$ cat src/rtl/counter_ram_pkg.sv
// Shared types and default widths for the counter RAM filler.
package counter_ram_pkg;

  localparam int unsigned DEF_DATA_W = 8;
  localparam int unsigned DEF_ADDR_W = 16;
  localparam int unsigned DEF_DEPTH  = 256;
  localparam int unsigned DEF_STEP   = 1;

  typedef enum logic [1:0] {
    IDLE = 2'd0,
    FILL = 2'd1,
    READ = 2'd2
  } state_e;

  // Smallest r such that 2**r >= v.
  function automatic int unsigned clog2(input int unsigned v);
    int unsigned r;
    r = 0;
    for (int unsigned i = 0; i < 32; i++) begin
      if ((64'd1 << i) < 64'(v)) r = i + 1;
    end
    return r;
  endfunction

endpackage

$ cat src/rtl/ram_addr_counter.sv
// Loadable, enable-gated wrapping address counter feeding mem_addr during a fill.
module ram_addr_counter
  import counter_ram_pkg::*;
#(
  parameter int unsigned ADDR_W = DEF_ADDR_W
) (
  input  logic              clk,
  input  logic              rst_n,
  input  logic              i_load,
  input  logic [ADDR_W-1:0] i_base,
  input  logic              i_en,
  output logic [ADDR_W-1:0] o_cnt
);

  logic [ADDR_W-1:0] r_cnt;

  // Wraps silently past the top of the address space.
  always_ff @(posedge clk or negedge rst_n) begin
    if (!rst_n)      r_cnt <= '0;
    else if (i_load) r_cnt <= i_base;
    else if (i_en)   r_cnt <= r_cnt + ADDR_W'(1);
  end

  assign o_cnt = r_cnt;

endmodule

$ cat src/rtl/counter_ram_filler.sv
// Writes an incrementing pattern into DEPTH RAM words, then hands the address bus to the host.
// CNT_FILL_READBACK_EN: when defined, a completed fill enters READ and mem_addr follows rd_addr.
module counter_ram_filler
  import counter_ram_pkg::*;
#(
  parameter int unsigned DATA_W = DEF_DATA_W,
  parameter int unsigned ADDR_W = DEF_ADDR_W,
  parameter int unsigned DEPTH  = DEF_DEPTH,
  parameter int unsigned STEP   = DEF_STEP
) (
  input  logic              clk,
  input  logic              reset_n,
  input  logic              start,
  input  logic              stop,
  input  logic [ADDR_W-1:0] base_addr,
  input  logic [ADDR_W-1:0] rd_addr,
  output logic [DATA_W-1:0] mem_data,
  output logic [ADDR_W-1:0] mem_addr,
  output logic              mem_wren,
  output logic              busy,
  output logic              done
);

  localparam int unsigned CNT_W = clog2(DEPTH + 1);

  state_e            r_state, w_state_nxt;
  logic [CNT_W-1:0]  r_idx, w_idx_nxt;
  logic [DATA_W-1:0] r_pat, w_pat_nxt;
  logic [DATA_W-1:0] r_mem_data, w_mem_data_nxt;
  logic [ADDR_W-1:0] r_mem_addr, w_mem_addr_nxt;
  logic              r_wren, w_wren_nxt;
  logic              r_busy, w_busy_nxt;
  logic              r_done, w_done_nxt;
  logic              w_load, w_cnt_en, w_last;
  logic [ADDR_W-1:0] w_cnt;

  ram_addr_counter #(.ADDR_W(ADDR_W)) u_addr_cnt (
    .clk    (clk),
    .rst_n  (reset_n),
    .i_load (w_load),
    .i_base (base_addr),
    .i_en   (w_cnt_en),
    .o_cnt  (w_cnt)
  );

  // Index DEPTH is the completion cycle that follows the last write.
  assign w_last = (r_idx == CNT_W'(DEPTH));

`ifndef CNT_FILL_READBACK_EN
  logic w_rd_addr_unused;
  assign w_rd_addr_unused = ^rd_addr;
`endif

  always_comb begin
    w_state_nxt     = r_state;
    w_idx_nxt       = r_idx;
    w_pat_nxt       = r_pat;
    w_mem_data_nxt  = r_mem_data;
    w_mem_addr_nxt  = r_mem_addr;
    w_wren_nxt      = 1'b0;
    w_busy_nxt      = 1'b0;
    w_done_nxt      = r_done;
    w_load          = 1'b0;
    w_cnt_en        = 1'b0;
    if (stop) begin
      w_state_nxt = IDLE;
      w_done_nxt  = 1'b0;
    end else if (start && (r_state != FILL)) begin
      w_load      = 1'b1;
      w_idx_nxt   = '0;
      w_pat_nxt   = '0;
      w_done_nxt  = 1'b0;
      w_state_nxt = FILL;
    end else begin
      case (r_state)
        FILL: begin
          if (w_last) begin
            w_done_nxt  = 1'b1;
`ifdef CNT_FILL_READBACK_EN
            w_state_nxt = READ;
`else
            w_state_nxt = IDLE;
`endif
          end else begin
            w_cnt_en       = 1'b1;
            w_wren_nxt     = 1'b1;
            w_busy_nxt     = 1'b1;
            w_mem_addr_nxt = w_cnt;
            w_mem_data_nxt = r_pat;
            w_pat_nxt      = r_pat + DATA_W'(STEP);
            w_idx_nxt      = r_idx + CNT_W'(1);
          end
        end
`ifdef CNT_FILL_READBACK_EN
        READ: w_mem_addr_nxt = rd_addr;
`endif
        default: ;
      endcase
    end
  end

  always_ff @(posedge clk or negedge reset_n) begin
    if (!reset_n) begin
      r_state    <= IDLE;
      r_idx      <= '0;
      r_pat      <= '0;
      r_mem_data <= '0;
      r_mem_addr <= '0;
      r_wren     <= 1'b0;
      r_busy     <= 1'b0;
      r_done     <= 1'b0;
    end else begin
      r_state    <= w_state_nxt;
      r_idx      <= w_idx_nxt;
      r_pat      <= w_pat_nxt;
      r_mem_data <= w_mem_data_nxt;
      r_mem_addr <= w_mem_addr_nxt;
      r_wren     <= w_wren_nxt;
      r_busy     <= w_busy_nxt;
      r_done     <= w_done_nxt;
    end
  end

  assign mem_data = r_mem_data;
  assign mem_addr = r_mem_addr;
  assign mem_wren = r_wren;
  assign busy     = r_busy;
  assign done     = r_done;

endmodule

$ cat config.mk
export PLATFORM = sky130hd
export DESIGN_NAME = counter_ram_filler
export DESIGN_NICKNAME = d
export VERILOG_FILES = /design/src/rtl/counter_ram_pkg.sv /design/src/rtl/ram_addr_counter.sv /design/src/rtl/counter_ram_filler.sv
export SDC_FILE = /design/constraint.sdc
export NUM_CORES = 1
export LEC_CHECK = 0
export CAP_MARGIN = 15
export CORE_MARGIN = 2
export CORE_UTILIZATION = 50
export DETAILED_ROUTE_END_ITERATION = 10
export PLACE_DENSITY = 0.81
export SYNTH_ARGS = -nofsm -noshare
export SYNTH_HDL_FRONTEND = slang
export SYNTH_SLANG_ARGS = --single-unit
$ cat constraint.sdc
create_clock -name clk -period 2.45 [get_ports clk]
set_input_delay 0.245 -clock clk [delete_from_list [all_inputs] [get_ports clk]]
set_output_delay 0.245 -clock clk [all_outputs]
set_load 0.005 [all_outputs]
==> impl_metrics.csv, run 1 <==
group,metric,value,unit
run_status,status,"complete, no violations",
timing,setup_viol,0,
clock_tree,insertion_delay,0.33,ns
clock_tree,hold_buffers,1,
synth,ys_seq_area_share,53.6,%
global_route,grt_max_degree,60,
die,die_h,78.9,µm
clock_tree,post-cts-setup-buffer-count,0,
timing,finalHoldViolations,0,
global_route,antenna_found_initial,0,
run,max_cap_violations,0,
synth,synth_cells,307,
synth,yosys-top-cells-count,"104 x nand2_1, 60 x dfrtp_1, 20 x nand3_1, 16 x nor2_1, 16 x o21ai_0",
synth,synthesis.nets,347,
die,fp.dieArea,6220,µm²
drt,ant_nets,0,
synth,synth_edf_count,0,
clock_tree,cts_root_buf,"clkbuf_8",
synth,yosysTopAreaCell,"dfrtp_1",
die,initial_core_util,51.2,%
timing,holdWs,0.242,ns
critical_path,slowest_delay,0.58,ns
timing,period_share,85.8,%
power_and_ir_drop,p_leak,1.62,nW
drt,drtIter0Drc,162,
placed_design,gp_congestion,0.836,
drt,drt_pass1_iterations,4,
power_and_ir_drop,powerDensity,802,nW/µm²
drt,routedWlPerCell,13.5,µm
die,rows,27,
drt,vias,2312,
cells_and_area,diodes,0,
clock_tree,cts_resized,0,
global_route,grt.total_usage,21.0,%
synth,yosysWarningCount,0,
drt,routed_wirelength,5860,µm
cells_and_area,area_growth,25.6,%
timing,final_max_slew_viol_count,0,
min_path,hold_path.class,"input port to async pin",
cells_and_area,layout.cells.non_filler,434,
synth,avgSynthCellArea,9.13,µm²
synth,synth_seq_cells,60,
critical_path,path_cells,"or4_4 > o21ai_4 > inv_2 > nor2_2 > o21ai_0 > o311ai_0",
clock_tree,cts_tree,"yes",
critical_path,cp.required,2.66,ns
timing,rsz0062_at_grt,"no",
synth,synthesis.area,2800,µm²
placed_design,io_buffers,46,
timing,fin_crit,2.10,ns
timing,fin_tns_setup,0,ns
placed_design,dp.cells,418,
clock_tree,numCtsBuffers,9,
global_route,grt_overflow,0,
critical_path,cp-end-kind,"register",
synth,ys.flop_type,"dfrtp_1",
clock_tree,htree_levels,3,
cells_and_area,fillerInstances,486,
placed_design,dp_hpwl,3920,µm
die,dieWidth,78.9,µm
global_route,grt_pass1_vias,2292,
placed_design,place_ws,0.353,ns
critical_path,crit_path_start_kind,"register",
critical_path,crit_type,"register to register",
die,num_io_pins,63,
critical_path,arrival,2.31,ns
die,coreArea,5470,µm²
drt,viasPerCell,5.33,
cells_and_area,layout.nets,398,
drt,drc,0,
clock_tree,clkSlewWorstSetupHoldPaths,0.06,ns
synth,post-synth-top-count-cell,"nand2_1",
clock_tree,cts_sinks,60,
timing,max_slew_margin,54.9,%
timing,tightest_slew,0.674,ns
critical_path,path_max_fanout,16,
synth,synth_cell_types,37,
cells_and_area,drive_gt1_share,6.63,%
clock_tree,cts_buffer_depth,2,
timing,final.setup.worst_slack,0.348,ns
timing,fmax,476,MHz
power_and_ir_drop,peakVddDrop,0.510,mV
synth,synth_top_area_share,53.6,%
critical_path,crit_buf_inv,1,
synth,async_flop_share,100,%
timing,finalClockSkew,0.00971,ns
global_route,grt_pass1_wl,10100,µm
synth,synthTopCellsByArea,"dfrtp_1 54%, nand2_1 14%, nand3_1 3.6%",
critical_path,slowest_stage,"or4_4",
critical_path,critPathTopFamily,"simple AND/OR/NAND/NOR gates",
==> registers in the layout (all words and copies together), names as in the netlist <==
register,count
busy,1
done,1
mem_addr,16
mem_data,8
r_idx,9
r_pat,8
r_state,1
u_addr_cnt.o_cnt,16
==> report_power, final <==
group	leakage (nW)	total, mW	internal, mW	switching, mW
Sequential	0.789	1.36	1.19	0.174
Clock	0.0935	0.853	0.492	0.361
Combinational	0.735	0.609	0.347	0.262
==> layout make-up <==
cell class	instances	area, µm²	share of cell area (%)
multi-input cells	229	1190	33.7
repair buffers	54	543	15.4
well taps	72	90.1	2.56
inverters	4	15.0	0.427
clock inverters	2	35.0	0.995
clock buffers	13	149	4.23
flip-flops and latches	60	1500	42.7
==> cells in the final DEF, fill, tap and decap left out, drive strengths merged, types with 6 or more instances in the layout <==
| cell | netlist | final |
|---|---|---|
| xnor2 | 6 | 6 |
| clkdlybuf4s50 | 0 | 45 |
| and2 | 6 | 6 |
| nand3 | 20 | 20 |
| buf | 10 | 8 |
| o21ai | 20 | 20 |
| nor2 | 17 | 17 |
| clkbuf | 4 | 13 |
| xor2 | 10 | 10 |
| nand2 | 104 | 104 |
| dfrtp | 60 | 60 |
==> worst paths after layout <==
path,slack (ns),depth (start not counted),startpoint,to
min in group clk,0.46,3,base_addr[2],u_addr_cnt.o_cnt[2]
hold / removal,0.24,2,reset_n,mem_data[6]
setup reg to reg,0.35,6,r_idx[5],u_addr_cnt.o_cnt[12]
max in group asynchronous,1.71,3,reset_n,r_idx[0]
hold reg to reg,0.47,2,mem_data[3],mem_data[3]
setup / recovery,0.35,6,r_idx[5],u_addr_cnt.o_cnt[12]
==> routing by layer <==
metal | vias up | track usage, % | wire [µm]
met2 | 68 | 35.3 | 2780
met1 | 1108 | 26.4 | 2720
met5 | - | 0 | 0
met4 | 0 | 8.28 | 90
met3 | 10 | 4.77 | 276
li1 | 1126 | - | -
==> cell families (layout without fill, tap and decap cells) <==
logic type,count (synthesis),in the layout,synth area share (%)
xor+xnor,16,16,5.00
simple gates,171,171,27.0
flops,60,60,53.6
fa+ha+maj,4,4,1.79
compound gates,38,38,8.53
buf+inv,18,73,4.06
==> worst register-to-register path, delay by kind of cell, from the launching register on <==
family	cells	cell delay, ns
AND/OR/NAND/NOR	2	0.94
AO/OA/AOI/OAI	3	0.45
flip-flops	1	0.43
buffers and inverters	1	0.16
==> metrics by stage <==
step / cell area (µm²) / util [%] / power [mW]
after floorplan: 2800 / - / 1.64
after global placement: 3330 / 60.8 / 1.96
after detailed placement: 3330 / 60.8 / 1.98
after CTS: 3520 / 64.3 / 2.85
after global routing: 3520 / 64.3 / 3.00
final: 3520 / 64.3 / 2.82
(Power assumes the default switching activity.)
==> run 2, diff against run 1 <==
--- a/config.mk
+++ b/config.mk
@@ -6,8 +6,10 @@
 export NUM_CORES = 1
 export LEC_CHECK = 0
 export CAP_MARGIN = 15
+export CELL_PAD_IN_SITES_DETAIL_PLACEMENT = 0
+export CELL_PAD_IN_SITES_GLOBAL_PLACEMENT = 2
 export CORE_MARGIN = 2
-export CORE_UTILIZATION = 50
+export CORE_UTILIZATION = 30
 export DETAILED_ROUTE_END_ITERATION = 10
 export PLACE_DENSITY = 0.81
 export SYNTH_ARGS = -nofsm -noshare
==> impl_metrics.csv, run 2 (synthesized netlist as in run 1, its figures left out) <==
group,metric,value,unit
critical_path,cp.required,2.67,ns
global_route,grt_pass1_wl,11200,µm
critical_path,arrival,2.30,ns
timing,rsz0062_at_grt,"no",
power_and_ir_drop,pwr-share-clk,33.2,%
die,rows,35,
timing,max_slew_margin,56.0,%
clock_tree,cts_sinks,60,
drt,drc,0,
drt,drt_pass1_iterations,4,
power_and_ir_drop,p_comb_share,20.8,%
timing,final_max_slew_viol_count,0,
drt,routed_wirelength,6470,µm
timing,fmax,479,MHz
power_and_ir_drop,p_leak,1.64,nW
critical_path,r2r_cells,6,
cells_and_area,final_common_cell,"nand2_1",
power_and_ir_drop,p_sw_share,28.8,%
critical_path,crit_type,"register to register",
timing,fin_crit,2.09,ns
clock_tree,htree_levels,3,
global_route,grt_max_degree,35,
critical_path,crit_path_end,"u_addr_cnt.o_cnt[8]",
timing,finalHoldViolations,0,
cells_and_area,area_growth,28.6,%
critical_path,cp-end-kind,"register",
timing,tightest_slew,0.660,ns
timing,holdWs,0.454,ns
timing,fin_tns_setup,0,ns
min_path,hold_path.class,"input port to register",
global_route,antenna_found_initial,0,
drt,drtIter0Drc,74,
critical_path,reg2reg_from,"r_idx[5]",
critical_path,cp-startpoint,"r_idx[5]",
die,dieWidth,101,µm
drt,vias,2259,
clock_tree,cts_tree,"yes",
timing,final.setup.worst_slack,0.363,ns
timing,period_share,85.2,%
placed_design,dp.cells,459,
critical_path,r2r_end,"u_addr_cnt.o_cnt[8]",
power_and_ir_drop,p_seq_share,46.1,%
die,num_io_pins,63,
power_and_ir_drop,finalPower,2.95,mW
clock_tree,numCtsBuffers,9,
global_route,grt_pass1_vias,2327,
drt,ant_nets,0,
power_and_ir_drop,powerDensity,818,nW/µm²
die,coreArea,9150,µm²
placed_design,gp_congestion,0.724,
power_and_ir_drop,peakVddDrop,0.366,mV
placed_design,io_buffers,46,
global_route,grt.total_usage,14.2,%
cells_and_area,layout.nets,400,
timing,setup_viol,0,
run_status,status,"complete, no violations",
die,fp.dieArea,10100,µm²
cells_and_area,final_cell_mix,"104 x nand2_1, 60 x dfrtp_1, 45 x clkdlybuf4s50_1",
run,max_cap_violations,0,
cells_and_area,layout.cells.non_filler,476,
power_and_ir_drop,switchingPower,849,µW
clock_tree,insertion_delay,0.34,ns
die,initial_core_util,30.6,%
clock_tree,post-cts-setup-buffer-count,0,
timing,finalClockSkew,0.00644,ns
placed_design,place_ws,0.367,ns
drt,routedWlPerCell,13.6,µm
clock_tree,clkSlewWorstSetupHoldPaths,0.07,ns
power_and_ir_drop,p_int,2.10,mW
clock_tree,cts_root_buf,"clkbuf_8",
clock_tree,hold_buffers,1,
critical_path,crit_path_start_kind,"register",
critical_path,rrSetupSlack,0.36,ns
cells_and_area,diodes,0,
critical_path,path_max_fanout,9,
drt,viasPerCell,4.75,
die,die_h,101,µm
clock_tree,cts_resized,0,
cells_and_area,drive_gt1_share,8.22,%
clock_tree,cts_buffer_depth,2,
placed_design,dp_hpwl,4310,µm
global_route,grt_overflow,0,
[run 2: changes by cell type in the layout (fill, tap and decap cells not counted)]
cell / before / now
clkinvlp_4: 0 / 1
clkbuf_8: 10 / 9
bufinv_16: 1 / 2
clkinv_4: 0 / 1
clkinv_2: 1 / 3
clkbuf_1: 3 / 0
buf_12: 2 / 1
buf_4: 5 / 8
[run 2: area by class of cell]
type | instances | area (µm²)
fill | 937 | 5550
timing repair buffer | 56 | 546
multi-input combinational | 229 | 1190
clock inverter | 7 | 91.3
tap | 111 | 139
sequential | 60 | 1500
clock buffer | 9 | 124
inverter | 4 | 15.0
[run 2: layer usage]
metal	share of wire (%)	GRT usage (%)
met2	43	20.9
met1	51	19.7
met3	4.5	4.16
met4	1.4	5.37
met5	0	0
[run 2: how the worst min path moves through the flow]
| stage | startpoint | endpoint | slack, ns | depth (start not counted) |
|---|---|---|---|---|
| 6_report | base_addr[9] | u_addr_cnt.o_cnt[9] | 0.45 | 3 |
| 5_1_grt | base_addr[0] | u_addr_cnt.o_cnt[0] | 0.44 | 3 |
| 4_1_cts | base_addr[9] | u_addr_cnt.o_cnt[9] | 0.44 | 3 |
| 3_5_place_dp | reset_n | done | 0.32 | 1 |
| 3_3_place_gp | reset_n | done | 0.32 | 1 |
| 2_1_floorplan | reset_n | busy | -0.05 | 0 |
[run 2: metrics by stage]
stage          instance area, µm²  utilization (%)
3_3_place_gp                 3380             36.9
4_1_cts                      3600             39.4
6_report                     3600             39.4
3_5_place_dp                 3380             36.9
2_1_floorplan                2800                -
5_1_grt                      3600             39.4
[run 2: critical path, cell delays in order (launching register included)]
cell      delay (ns)
dfrtp_1         0.43
or4_4           0.58
o21ai_4         0.20
inv_2           0.10
nor2_2          0.36
o21ai_0         0.16
o311ai_0        0.13
[run 2: power groups by stage]
stage | clock (mW) | combinational, mW | sequential (mW)
finish | 0.978 | 0.612 | 1.36
detailed placement | 0 | 0.619 | 1.38
global route | 1.06 | 0.703 | 1.39
global placement | 0 | 0.610 | 1.37
floorplan | 0 | 0.289 | 1.35
CTS | 1.01 | 0.626 | 1.36
